## config.mk

```make
export PLATFORM = sky130hd
export DESIGN_NAME = stream_mux_rr_flat
export DESIGN_NICKNAME = d
export VERILOG_FILES = /design/src/rtl/stream_mux_rr_if.sv /design/src/rtl/stream_mux_rr.sv /design/src/flat_wrapper.sv
export SDC_FILE = /design/constraint.sdc
export NUM_CORES = 1
export LEC_CHECK = 0
export CORE_MARGIN = 8
export CORE_UTILIZATION = 42
export DETAILED_ROUTE_END_ITERATION = 10
export PLACE_DENSITY = 0.83
export SLEW_MARGIN = 20
export SYNTH_ARGS = -nofsm -noshare
export SYNTH_HDL_FRONTEND = slang
export SYNTH_SLANG_ARGS = --single-unit
```

## constraint.sdc

```tcl
create_clock -name clk -period 7.1 [get_ports clk]
set_clock_uncertainty 0.15 [all_clocks]
set_input_delay 1.42 -clock clk [delete_from_list [all_inputs] [get_ports clk]]
set_output_delay 1.42 -clock clk [all_outputs]
set_load 0.005 [all_outputs]
```

## src/rtl/stream_mux_rr_if.sv

```systemverilog
// rtl/stream_mux_rr_if.sv - handshake bundle between producers, the stream mux and its consumer
interface stream_mux_rr_if #(
  parameter int WIDTH = 8,
  parameter int NCH   = 4,
  parameter int SELW  = 2
) ();
  logic                 mode;
  logic [SELW-1:0]      sel;
  logic [NCH-1:0]       in_valid;
  logic [NCH*WIDTH-1:0] in_data;
  logic [NCH-1:0]       in_ready;
  logic                 out_valid;
  logic [WIDTH-1:0]     out_data;
  logic [SELW-1:0]      out_ch;
  logic                 out_ready;

  // slave is the mux side, master is the producer/consumer environment
  modport slave (
    input  mode, sel, in_valid, in_data, out_ready,
    output in_ready, out_valid, out_data, out_ch
  );

  modport master (
    output mode, sel, in_valid, in_data, out_ready,
    input  in_ready, out_valid, out_data, out_ch
  );
endinterface

```

## src/rtl/stream_mux_rr.sv

```systemverilog
// rtl/stream_mux_rr.sv - N-channel stream mux, manual or round-robin grant, registered output
module stream_mux_rr #(
  parameter int WIDTH = 8,
  parameter int NCH   = 4,
  parameter int SELW  = 2
) (
  input  logic           clk,
  input  logic           rst,
  stream_mux_rr_if.slave bus
);

  logic [SELW-1:0] ptr;
  logic            can_load;
  logic            gnt_vld;
  logic [SELW-1:0] gnt_idx;
  int              idx;

  assign can_load = !bus.out_valid || bus.out_ready;

  always_comb begin
    gnt_vld = 1'b0;
    gnt_idx = '0;
    idx     = 0;
    if (!bus.mode) begin
      // sel values at or beyond NCH simply never match a channel
      for (int k = 0; k < NCH; k++) begin
        if (int'(bus.sel) == k && bus.in_valid[k]) begin
          gnt_vld = 1'b1;
          gnt_idx = SELW'(k);
        end
      end
    end else begin
      for (int i = 0; i < NCH; i++) begin
        idx = (int'(ptr) + i) % NCH;
        if (!gnt_vld && bus.in_valid[idx]) begin
          gnt_vld = 1'b1;
          gnt_idx = SELW'(idx);
        end
      end
    end
  end

  always_comb begin
    bus.in_ready = '0;
    if (!rst && can_load && gnt_vld)
      bus.in_ready[gnt_idx] = 1'b1;
  end

  always_ff @(posedge clk or posedge rst) begin
    if (rst) begin
      bus.out_valid <= 1'b0;
      bus.out_data  <= '0;
      bus.out_ch    <= '0;
      ptr           <= '0;
    end else if (can_load && gnt_vld) begin
      bus.out_valid <= 1'b1;
      bus.out_data  <= bus.in_data[int'(gnt_idx)*WIDTH +: WIDTH];
      bus.out_ch    <= gnt_idx;
      if (bus.mode)
        ptr <= (gnt_idx == SELW'(NCH-1)) ? '0 : gnt_idx + 1'b1;
    end else if (bus.out_ready) begin
      bus.out_valid <= 1'b0;
    end
  end

endmodule

```

## src/flat_wrapper.sv

```systemverilog
// flat-port wrapper written by rule: the top's interface ports become plain ports
module stream_mux_rr_flat 
#(
  parameter int WIDTH = 8,
  parameter int NCH   = 4,
  parameter int SELW  = 2
)
  (clk, rst, bus_mode, bus_sel, bus_in_valid, bus_in_data, bus_out_ready, bus_in_ready, bus_out_valid, bus_out_data, bus_out_ch);
  stream_mux_rr_if #(.WIDTH(WIDTH), .NCH(NCH), .SELW(SELW)) bus_i ();
  input  logic clk;
  input  logic rst;
  input wire logic [$bits(bus_i.mode)-1:0] bus_mode;
  input wire logic [$bits(bus_i.sel)-1:0] bus_sel;
  input wire logic [$bits(bus_i.in_valid)-1:0] bus_in_valid;
  input wire logic [$bits(bus_i.in_data)-1:0] bus_in_data;
  input wire logic [$bits(bus_i.out_ready)-1:0] bus_out_ready;
  output wire logic [$bits(bus_i.in_ready)-1:0] bus_in_ready;
  output wire logic [$bits(bus_i.out_valid)-1:0] bus_out_valid;
  output wire logic [$bits(bus_i.out_data)-1:0] bus_out_data;
  output wire logic [$bits(bus_i.out_ch)-1:0] bus_out_ch;
  assign bus_i.mode = bus_mode;
  assign bus_i.sel = bus_sel;
  assign bus_i.in_valid = bus_in_valid;
  assign bus_i.in_data = bus_in_data;
  assign bus_i.out_ready = bus_out_ready;
  assign bus_in_ready = bus_i.in_ready;
  assign bus_out_valid = bus_i.out_valid;
  assign bus_out_data = bus_i.out_data;
  assign bus_out_ch = bus_i.out_ch;
  stream_mux_rr #(.WIDTH(WIDTH), .NCH(NCH), .SELW(SELW)) u_core (.clk(clk), .rst(rst), .bus(bus_i));
endmodule
```

==> metrics.yaml <==
run_status: "finished clean"
fin_crit_sh_pct: 82.1
synth-edff-count: 0
place_congestion: 0.759
cts_tree: "yes"
yosysTopAreaCell: "dfrtp_1"
clockPowerShare_pct: 12.1
synthArstFlopShare_pct: 100
relSlewSlack_pct: 40.5
nNetsFinal: 202
max-clock-path-buffers: 2
critPathRequiredTime_ns: 5.53
setup_viol: 0
start_kind: "input port"
ios: 57
path_cells: "clkdlybuf4s50_1 -> and2b_4 -> o2bb2ai_1 -> o21ai_0 -> o21bai_2 -> inv_1 -> ha_1 -> and3_2 -> clkdlybuf4s50_1"
synthCells: 105
yosys.area.top_type_share_pct: 27.6
die-height_um: 68.9
synth_seq_cells: 13
rsz0062_at_grt: "false"
overflow: 0
cts_root_buf: "clkbuf_4"
grt_max_degree: 22
endpoint_kind: "output port"
hold_ws_ns: 0.376
drive_above_1_share_pct: 17.7
setup_tns_ns: 0
cp_top_family: "buffers and inverters"
critPathMaxFanout: 11
internal_power_uw: 246
synth_warnings: 0
ctsHtreeMaxLevel: 1
antenna_found_initial: 0
critPathKind: "input port to output port"
clk_pin_slew_ns: 0.08
slowest_stage: "o21bai_2"
synthTopCellsByArea: "dfrtp_1 28%, mux2i_1 23%, mux2_2 7.7%"
fp-row-count: 19
vias_per_cell: 5.32
ant_nets: 0
critical_path.most_common_cell: "clkdlybuf4s50_1"
drtPass1Iterations: 4
post-route-drc-count: 0
tightest_slew_ns: 0.892
ys_seq_area_share_pct: 27.6
vias: 1005
grt_use_total_pct: 13.5
p_comb_share_pct: 54.2
synthFlopType: "dfrtp_1"
hold_viol_final: 0
ir_drop_v: 0.000138
grt_pass1_wl_mm: 4.99
n_antenna_cell: 0
numClockSinks: 13
core-area_um2: 2710
cts_buffers: 3
fp.dieW_um: 68.9
finalCriticalPeriod_ns: 5.83
cp.arrival_ns: 4.26
initial_core_util_pct: 43.4
synthesis.nets: 148
hold_buffers: 0
synth.avg_cell_area_um2: 11.2
grt_pass1_vias: 1104
clock_latency_ns: 0.27
drv_cap: 0
drtIter0Drc: 36
avgRoutedWirePerCell_um: 16.0
die_area_um2: 4750
hpwl_mm: 2.48
slew_viol_final: 0
max_freq_mhz: 172
p_per_area_nw_per_um2: 217
netlist_area_um2: 1180
power.switching_uw: 129
cpPeakStageDelay_ns: 0.62
io_buffers: 56
p_sw_share_pct: 34.3
routed_wl_mm: 3.02
post_cts_resized: 0
post_cts_buffers: 0
crit_buf_inv: 3
hold_path.class: "register to register"
yosysUniqueCellTypes: 36
syn_to_final_growth_pct: 46.5
p_seq_share_pct: 33.7
p_leak_nw: 0.756
-- worst reg2reg max path: cells and delay by family (launching register included) --
family	cells	cell delay [ns]
AND/OR/NAND/NOR	1	0.20
flip-flops	1	0.50
AO/OA/AOI/OAI	2	0.99
multiplexers	3	0.69
-- synth_stat cells (2+ instances only) --
library cell  instances
mux2_4                2
nand2_1               2
mux2i_1              27
inv_1                 4
a21oi_1               8
mux2_2                8
a31oi_1               3
nor2_1                3
nand2b_1              2
nor4b_4               2
buf_6                 5
o21a_1                2
nor3b_1               2
dfrtp_1              13
-- power groups by stage --
stage,Combinational (mW),Clock [mW],Sequential (mW)
finish,0.203,0.0453,0.126
CTS,0.206,0.0465,0.126
floorplan,0.136,0,0.116
global route,0.221,0.0497,0.129
global placement,0.199,0,0.126
detailed placement,0.205,0,0.126
-- cell type report --
type / instances / area, µm²
fill: 231 / 985
multi-input combinational: 81 / 759
timing repair buffer: 56 / 561
sequential: 13 / 325
tap: 31 / 38.8
clock buffer: 4 / 26.3
inverter: 4 / 15.0
-- state kept, by name, summed over array words and instances (netlist names) --
name / flops
u_core.bus.out_ch: 2
u_core.ptr: 2
u_core.bus.out_valid: 1
u_core.bus.out_data: 8
-- final timing paths --
path / startpoint / endpoint / slack [ns] / depth (start not counted)
setup / recovery: bus_in_valid[3] / bus_in_ready[2] / 1.27 / 9
hold / removal: u_core.bus.out_data[3] / u_core.bus.out_data[3] / 0.38 / 1
setup reg to reg: u_core.ptr[1] / u_core.bus.out_data[0] / 4.46 / 6
hold reg to reg: u_core.bus.out_data[3] / u_core.bus.out_data[3] / 0.38 / 1
max in group asynchronous: rst / u_core.bus.out_valid / 4.93 / 2
min in group asynchronous: rst / u_core.bus.out_data[2] / 1.51 / 2
-- cells in the final DEF, fill, tap and decap left out, types with 3 or more instances in the layout --
cell type,count
dfrtp_1,13
clkdlybuf4s50_1,56
mux2i_1,27
mux2_2,8
inv_1,4
a21oi_1,8
nor2_1,3
a31oi_1,3
clkbuf_4,3
-- per-stage QoR --
| step | utilization, % | setup slack, ns | power, mW | cell area (µm²) | cells |
|---|---|---|---|---|---|
| 2_1_floorplan | - | 2.82 | 0.252 | 1180 | 105 |
| 3_3_place_gp | 62.7 | 1.39 | 0.324 | 1700 | 185 |
| 3_5_place_dp | 62.7 | 1.27 | 0.331 | 1700 | 185 |
| 4_1_cts | 63.7 | 1.26 | 0.378 | 1730 | 189 |
| 5_1_grt | 63.7 | 1.11 | 0.399 | 1730 | 189 |
| 6_report | 63.7 | 1.27 | 0.374 | 1730 | 189 |
-- metal layers --
metal | up-vias | wire length, µm | GRT usage (%)
met1 | 456 | 1220 | 15.0
met5 | - | 0 | 0
li1 | 492 | - | -
met4 | 0 | 20 | 3.76
met2 | 53 | 1390 | 22.2
met3 | 4 | 387 | 6.95
-- logic make-up after synthesis --
| logic type | share of synthesized area, % |
|---|---|
| DFF | 27.6 |
| and+or+nand+nor | 14.0 |
| AOI/OAI and AO/OA | 16.3 |
| muxes | 33.2 |
| buffers and inverters | 7.86 |
| adders and majority gates | 1.06 |
Note: power is estimated with default switching activity, not from simulation.
